`config.mk`:
```
export PLATFORM = sky130hd
export DESIGN_NAME = reg_write_arbiter
export DESIGN_NICKNAME = d
export VERILOG_FILES = /design/src/rtl/reg_arb_pkg.sv /design/src/rtl/rr_arbiter4.sv /design/src/rtl/reg_write_arbiter.sv
export SDC_FILE = /design/constraint.sdc
export NUM_CORES = 1
export LEC_CHECK = 0
export ABC_AREA = 1
export BUFFER_PORTS_ARGS = -buffer_cell sky130_fd_sc_hd__buf_2
export CORE_ASPECT_RATIO = 0.9
export CORE_MARGIN = 5
export CORE_UTILIZATION = 52
export CTS_BUF_LIST = sky130_fd_sc_hd__clkbuf_16
export DETAILED_ROUTE_END_ITERATION = 10
export PLACE_DENSITY_LB_ADDON = 0.2
export SYNTH_ARGS = -nofsm -noshare
export SYNTH_HDL_FRONTEND = slang
export SYNTH_SLANG_ARGS = --single-unit
```
`constraint.sdc`:
```
create_clock -name clk -period 3.12 [get_ports clk]
set_clock_uncertainty 0.1 [all_clocks]
set_input_delay 0.624 -clock clk [delete_from_list [all_inputs] [get_ports clk]]
set_output_delay 0.624 -clock clk [all_outputs]
set_load 0.05 [all_outputs]
```
`src/rtl/reg_arb_pkg.sv`:
```
// Shared types and constants for the four-requester register write arbiter.
package reg_arb_pkg;

    localparam int NUM_REQ = 4;
    localparam int IDX_W   = 2;

    typedef enum logic {
        ST_IDLE   = 1'b0,
        ST_LOCKED = 1'b1
    } arb_state_t;

    function automatic logic [NUM_REQ-1:0] idx_to_onehot(input logic [IDX_W-1:0] idx);
        logic [NUM_REQ-1:0] v;
        v      = '0;
        v[idx] = 1'b1;
        return v;
    endfunction

endpackage

```
`src/rtl/rr_arbiter4.sv`:
```
// Combinational round-robin picker: search starts one past the last winner
// and wraps, so the last winner has the lowest priority.
module rr_arbiter4
    import reg_arb_pkg::*;
(
    input  logic [NUM_REQ-1:0] i_req,
    input  logic [IDX_W-1:0]   i_last_winner,
    output logic [NUM_REQ-1:0] o_gnt,
    output logic [IDX_W-1:0]   o_idx
);

    logic             w_found;
    logic [IDX_W-1:0] w_cand;

    always_comb begin
        o_gnt   = '0;
        o_idx   = i_last_winner;
        w_found = 1'b0;
        w_cand  = i_last_winner;
        for (int k = 1; k <= NUM_REQ; k++) begin
            w_cand = i_last_winner + IDX_W'(k);
            if (!w_found && i_req[w_cand]) begin
                w_found       = 1'b1;
                o_gnt[w_cand] = 1'b1;
                o_idx         = w_cand;
            end
        end
    end

endmodule

```
`src/rtl/reg_write_arbiter.sv`:
```
// Arbitrates four requesters onto one shared N-bit register write port, with
// an optional bounded lock that lets one requester keep ownership across beats.
//
//   state     | meaning
//   ST_IDLE   | round-robin arbitration among all valid requesters
//   ST_LOCKED | only r_owner may transfer; r_lock_cnt bounds the hold time
module reg_write_arbiter
    import reg_arb_pkg::*;
#(
    parameter int N        = 8,
    parameter int LOCK_MAX = 16
) (
    input  logic                 clk,
    input  logic                 reset_n,
    input  logic [NUM_REQ-1:0]   req_valid,
    input  logic [NUM_REQ-1:0]   req_lock,
    input  logic [NUM_REQ*N-1:0] req_data,
    output logic [NUM_REQ-1:0]   req_ready,
    output logic                 wr_en,
    output logic [N-1:0]         wr_data,
    output logic [IDX_W-1:0]     wr_owner,
    output logic                 busy,
    output logic                 lock_timeout
);

    localparam int            CW         = (LOCK_MAX > 2) ? $clog2(LOCK_MAX) : 1;
    localparam logic [CW-1:0] C_CNT_LAST = CW'(LOCK_MAX - 1);

    arb_state_t         r_state;
    arb_state_t         w_state_nxt;
    logic [IDX_W-1:0]   r_owner;
    logic [IDX_W-1:0]   r_last_winner;
    logic [CW-1:0]      r_lock_cnt;
    logic               r_wr_en;
    logic [N-1:0]       r_wr_data;
    logic [IDX_W-1:0]   r_wr_owner;
    logic               r_lock_timeout;

    logic [NUM_REQ-1:0] w_arb_gnt;
    logic [IDX_W-1:0]   w_arb_idx;
    logic [NUM_REQ-1:0] w_ready;
    logic [IDX_W-1:0]   w_sel_idx;
    logic               w_xfer;
    logic               w_sel_lock;
    logic [N-1:0]       w_sel_data;
    logic [CW-1:0]      w_cnt_inc;
    logic               w_cnt_hit;
    logic               w_release;
    logic               w_timeout;

    rr_arbiter4 u_rr (
        .i_req         (req_valid),
        .i_last_winner (r_last_winner),
        .o_gnt         (w_arb_gnt),
        .o_idx         (w_arb_idx)
    );

    always_ff @(posedge clk or negedge reset_n) begin
        if (!reset_n) begin
            r_state <= ST_IDLE;
        end else begin
            r_state <= w_state_nxt;
        end
    end

    always_comb begin
        w_state_nxt = r_state;
        case (r_state)
            ST_IDLE:   if (w_xfer && w_sel_lock) w_state_nxt = ST_LOCKED;
            ST_LOCKED: if (w_release || w_cnt_hit) w_state_nxt = ST_IDLE;
            default:   w_state_nxt = ST_IDLE;
        endcase
    end

    always_comb begin
        w_ready   = '0;
        w_sel_idx = w_arb_idx;
        case (r_state)
            ST_IDLE: w_ready = w_arb_gnt;
            ST_LOCKED: begin
                w_sel_idx = r_owner;
                if (req_valid[r_owner]) w_ready = idx_to_onehot(r_owner);
            end
            default: w_ready = '0;
        endcase
    end

    assign w_xfer     = |w_ready;
    assign w_sel_lock = req_lock[w_sel_idx];
    assign w_sel_data = req_data[int'(w_sel_idx)*N +: N];
    assign w_cnt_inc  = r_lock_cnt + CW'(1);
    assign w_cnt_hit  = (w_cnt_inc == C_CNT_LAST);

    // In LOCKED a valid owner always transfers, so dropping lock releases
    // whether or not a final beat is presented.
    assign w_release  = !req_lock[r_owner];
    assign w_timeout  = (r_state == ST_LOCKED) && w_cnt_hit && !w_release;

    always_ff @(posedge clk or negedge reset_n) begin
        if (!reset_n) begin
            r_owner        <= '0;
            r_last_winner  <= IDX_W'(NUM_REQ - 1);
            r_lock_cnt     <= '0;
            r_wr_en        <= 1'b0;
            r_wr_data      <= '0;
            r_wr_owner     <= '0;
            r_lock_timeout <= 1'b0;
        end else begin
            r_wr_en        <= w_xfer;
            r_lock_timeout <= w_timeout;
            if (w_xfer) begin
                r_wr_data     <= w_sel_data;
                r_wr_owner    <= w_sel_idx;
                r_last_winner <= w_sel_idx;
            end
            if (w_timeout) r_last_winner <= r_owner;
            if (r_state == ST_IDLE) begin
                r_lock_cnt <= '0;
                if (w_xfer && w_sel_lock) r_owner <= w_sel_idx;
            end else begin
                r_lock_cnt <= w_cnt_inc;
            end
        end
    end

    assign req_ready    = reset_n ? w_ready : '0;
    assign wr_en        = r_wr_en;
    assign wr_data      = r_wr_data;
    assign wr_owner     = r_wr_owner;
    assign busy         = (r_state == ST_LOCKED);
    assign lock_timeout = r_lock_timeout;

endmodule
```
==> flow_metrics.tcl, run 1 <==
set metrics [dict create \
    slowest_delay_ns 0.57 \
    cts_sinks 21 \
    grt_usage 0.206 \
    start_util 0.537 \
    synth.area.top_cells "dfrtp_1, nand2_1, nand3_1, ha_1, inv_1" \
    crit_fanout 5 \
    yosys-top-cells-count "nand2_1, nand3_1, inv_1" \
    antennaDiodeCount 0 \
    die_h_um 68.7 \
    critPathArrivalTime_ns 2.20 \
    synthCells 286 \
    clk_pin_slew_ns 0.06 \
    pre_cts_ws_ns 0.272 \
    rsz0062_at_grt "false" \
    grt_use_met3 0.0319 \
    setup_ws_ns 0.201 \
    max_cap_viol_count 0 \
    tritoncts "done" \
    port_buffers 58 \
    finalSetupViolCount 0 \
    synth_area_mm2 0.00199 \
    ioPinCount 59 \
    yosysSeqAreaShare 0.266 \
    maxSlewHeadroom 0.561 \
    min_period_ns 2.92 \
    fin_crit_sh 0.936 \
    layout-drive-gt1-share 0.346 \
    r2r_cells 14 \
    synth_most_common_cell "nand2_1" \
    cts_hold_buf 0 \
    drt_wl_total_um 5100 \
    cts.path.max_buffers 2 \
    tns_ns 0 \
    path_delay_family "simple AND/OR/NAND/NOR gates" \
    syn_avg_cell_area_um2 6.95 \
    cp-startpoint "r_last_winner[1]" \
    clk_latency_ns 0.25 \
    dp_hpwl_um 3950 \
    cts-root-buf "clkbuf_16" \
    die_x_um 75.2 \
    synth.distinct_cells 32 \
    ys.flop_type "dfrtp_1" \
    max_freq_ghz 0.343 \
    critPathSlowestCell "dfstp_2" \
    crit_path_start_kind "register" \
    syn2layout_area_growth_pct 22.0 \
    grt_pass1_wl_um 8320 \
    timing.rr.end "busy" \
    rrSetupSlack_ns 0.55 \
    drc 0 \
    slew_violations 0 \
    cp.required_ns 2.40 \
    fin_nets 397 \
    yosysTopAreaCellShare 0.239 \
    worstMarginPinSlew_ns 0.652 \
    fp-row-count 21 \
    r2r_start "r_last_winner[1]" \
    antenna_found_initial 0 \
    grt_overflow 0 \
    firstDrtPassIters 4 \
    wl_per_cell_um 13.1 \
    vias 1974 \
    met2_usage 0.290 \
    final_antenna_net_count 0 \
    hold_class "input pin to async pin" \
    path_cells "inv_1, ha_4, inv_1, nand3_2, nand2_4, nor2_4, nand3_1, nand3_1, nand2_1, a21oi_2, buf_6" \
    status "complete, no violations" \
    synth_nets 338 \
    synth-seq-cells 21 \
    cts_buffers 3 \
    synth_edf_count 0 \
    crit_type "register to output pin" \
    path_buf_inv 3 \
    hold_viol 0 \
    vias_per_cell 5.06 \
    core-area_mm2 0.00370 \
    grt_start_max_net_pins 22 \
    synth.largest_area_cell "dfrtp_1" \
    synthArstFlopShare 1.00 \
    cp-end-kind "output pin" \
    top_usage_layer "met1" \
    fp.dieArea_mm2 0.00516 \
    holdWs_ns 0.249 \
    synth_warnings 0 \
    grt_use_met1 0.336 \
    gp_congestion 0.940 \
    h-tree-depth 1 \
    grt_pass1_vias 1712 \
    drt-initial-drc-count 146 \
]
==> registers in the layout, summed over array words and instances (netlist names) <==
| register | flops |
|---|---|
| r_lock_cnt | 4 |
| busy | 1 |
| wr_data | 8 |
| wr_en | 1 |
| wr_owner | 2 |
| r_owner | 2 |
| lock_timeout | 1 |
| r_last_winner | 2 |
==> layer usage <==
| layer | vias to the layer above | share of wire |
|---|---|---|
| met5 | - | 0 |
| met4 | 0 | 0.0037 |
| met3 | 2 | 0.065 |
| met2 | 61 | 0.42 |
| met1 | 879 | 0.51 |
| li1 | 1032 | - |
==> final cells by class <==
cell class | count | area (um2)
inverters | 33 | 129
clock inverters | 1 | 3.75
clock buffers | 3 | 75.1
flip-flops and latches | 21 | 528
well taps | 46 | 57.6
multi-input cells | 222 | 1280
fillers | 326 | 1280
repair buffers | 64 | 349
==> placed cells by master, fill, tap and decap left out <==
master     instances
nand2_2            6
nor2_1            10
buf_4              8
nor3_1             1
nand2_4            7
nand4_1            5
o31ai_1            1
nand2_1           99
clkbuf_16          3
nor2_4             5
nand3_1           32
buf_6              1
dfrtp_1           19
nor3_2             1
inv_6              1
ha_4               1
clkbuf_4           1
buf_2             54
o21ai_1            3
xnor2_1            2
and2_1             1
nor4_1             1
o21ai_0            1
dfstp_2            2
o21ai_2            7
inv_2              3
inv_1             30
o2111ai_1          1
ha_1               9
a21oi_1            7
nor2_2             1
a21oi_2           11
nand3_2            7
a21boi_0           2
a21boi_1           1
==> timing repair <==
item,CTS,global route
gates resized for setup,1,8
setup endpoints to repair,1,4
pin swaps,0,1
setup buffers,0,1
==> through the flow <==
stage / instance area (um2) / instances / utilization
global route: 2430 / 390 / 0.655
floorplan: 2000 / 286 / -
detailed placement: 2310 / 385 / 0.624
CTS: 2390 / 389 / 0.646
finish: 2430 / 390 / 0.655
global placement: 2310 / 385 / 0.624
==> worst register-to-register path, cell delays in order, from the launching register on <==
cell and delay, ns:
dfstp_2 0.57, inv_1 0.09, ha_4 0.30, inv_1 0.06, nand3_2 0.11, nand2_4 0.09, nand2_1 0.07, a21boi_1 0.17
nand3_1 0.08, nand2_1 0.10, nand2_1 0.11, nor2_4 0.13, nand2_4 0.16, nand3_1 0.20, o21ai_0 0.11
==> cell families after synthesis <==
family                   synth area share
buffers and inverters               0.103
adder cells (fa/ha/maj)            0.0629
XOR/XNOR                          0.00881
AND/OR/NAND/NOR                     0.439
AO/OA/AOI/OAI                       0.121
flip-flops                          0.266
==> how the worst max path moves through the flow <==
stage / end / slack [ns] / cells after the start
global route: req_ready[0] / 0.05 / 11
global placement: req_ready[0] / 0.33 / 11
CTS: req_ready[0] / 0.005 / 11
finish: req_ready[0] / 0.20 / 11
floorplan: req_ready[1] / 0.12 / 11
detailed placement: req_ready[2] / 0.27 / 11
Power of run 1 is not shown: default switching activity piles up to over one toggle a cycle in this logic, so the estimate is an artifact.
==> run 2: changes to the inputs <==
CORE_MARGIN = unset   (was 5)
==> run 2 against run 1 <==
Compared with the run above: via count increased by 3.7%; critical path depth unchanged; highest routed layer unchanged; register-to-register slack got worse by 0.06 ns; die area decreased by 21%.
==> flow_metrics.tcl, run 2 (synthesized netlist as in run 1, its figures left out) <==
set metrics [dict create \
    fin_crit_sh 0.969 \
    fp.dieArea_mm2 0.00408 \
    cts_sinks 21 \
    grt_overflow 0 \
    cp_num_cells 11 \
    pre_cts_ws_ns 0.201 \
    status "complete, no violations" \
    min_period_ns 3.02 \
    max_cap_viol_count 0 \
    fin_nets 399 \
    die_h_um 60.7 \
    path_cells "clkinvlp_4, ha_4, inv_1, nand3_2, nand2_4, nor2_4, a21oi_1, nand3_1, nand2_1, a21oi_2, buf_4" \
    port_buffers 58 \
    cts_buffers 3 \
    final_cell_mix "nand2_1, buf_2, nand3_1" \
    final_antenna_net_count 0 \
    r2r_cells 13 \
    wl_met2_um 2190 \
    antennaDiodeCount 0 \
    placed_cell_area_mm2 0.00231 \
    critPathArrivalTime_ns 2.30 \
    cp-startpoint "r_last_winner[1]" \
    highest_layer "met4" \
    largest_reg_flops 8 \
    tritoncts "done" \
    met3_length_um 383 \
    clk_pin_slew_ns 0.06 \
    fp-row-count 20 \
    fillCellCount 292 \
    maxSlewHeadroom 0.550 \
    finalSetupViolCount 0 \
    path_delay_family "flip-flops" \
    antenna_found_initial 0 \
    start_util 0.568 \
    path_buf_inv 3 \
    setup_ws_ns 0.0958 \
    core-area_mm2 0.00350 \
    vias_per_cell 5.25 \
    layout.area.seq_um2 528 \
    timing.rr.end "busy" \
    cp.required_ns 2.40 \
    r2r_start "r_last_winner[1]" \
    slowest_delay_ns 0.59 \
    grt_pass1_vias 1681 \
    syn2layout_area_growth_pct 22.7 \
    cts-root-buf "clkbuf_16" \
    rrSetupSlack_ns 0.49 \
    crit_path_start_kind "register" \
    worstMarginPinSlew_ns 0.669 \
    ioPinCount 59 \
    drt-initial-drc-count 156 \
    hold_class "input pin to async pin" \
    final_common_cell "nand2_1" \
    final_core_util 0.696 \
    vias 2047 \
    holdWs_ns 0.245 \
    dp_hpwl_um 3790 \
    h-tree-depth 1 \
    crit_type "register to output pin" \
    firstDrtPassIters 5 \
    multi_input_area_mm2 0.00128 \
    cts_hold_buf 0 \
    max_freq_ghz 0.331 \
    fin_area_mm2 0.00244 \
    wl_per_cell_um 12.9 \
    endpoint "req_ready[0]" \
    met1Wirelength_um 2390 \
    die_x_um 67.2 \
    slew_violations 0 \
    crit_fanout 5 \
    critPathSlowestCell "dfstp_2" \
    grt_start_max_net_pins 22 \
    hold_viol 0 \
    drc 0 \
    grt_usage 0.259 \
    drt_wl_total_um 5010 \
    cts.path.max_buffers 2 \
    clk_latency_ns 0.25 \
    grt_pass1_wl_um 8020 \
    gp_congestion 0.941 \
    layout-drive-gt1-share 0.355 \
    cp-end-kind "output pin" \
]
## run 2: cell types whose count changed in the layout (fill, tap and decap cells not counted)
cell	change
buf_4	+4
inv_1	-2
buf_6	-1
clkbuf_4	-1
clkinv_2	+1
clkinvlp_4	+1
## run 2: final cells by class
cell class              count  share of cell area
clock buffers               3              0.0308
flip-flops and latches     21               0.216
repair buffers             66               0.148
inverters                  33              0.0544
well taps                  44              0.0226
multi-input cells         222               0.526
clock inverters             1             0.00205
## run 2: timing repair
| item | 4_1_cts | 5_1_grt |
|---|---|---|
| gates cloned | 0 | 0 |
| hold endpoints to repair | 0 | 0 |
| setup endpoints to repair | 4 | 4 |
| resized for setup | 5 | 1 |
| setup buffers | 0 | 3 |
## run 2: metrics by stage
step,cells,setup TNS (ns)
floorplan,286,0
global placement,383,0
global route,390,-0.0252
CTS,387,0
finish,390,0
detailed placement,383,0
## run 2: how the worst min path moves through the flow
| stage | cells past startpoint | endpoint | from |
|---|---|---|---|
| 2_1_floorplan | 0 | busy | reset_n |
| 3_3_place_gp | 1 | r_lock_cnt[0] | r_lock_cnt[0] |
| 3_5_place_dp | 1 | r_lock_cnt[0] | r_lock_cnt[0] |
| 4_1_cts | 2 | r_lock_cnt[0] | reset_n |
| 5_1_grt | 2 | r_lock_cnt[0] | reset_n |
| 6_report | 2 | r_lock_cnt[0] | reset_n |
## run 2: layer usage
metal / track usage / up-vias
met2: 0.360 / 82
met4: 0.0517 / 0
li1: - / 1030
met3: 0.0564 / 4
met1: 0.406 / 931
met5: 0 / -
Power of run 2 is left out for the same reason.
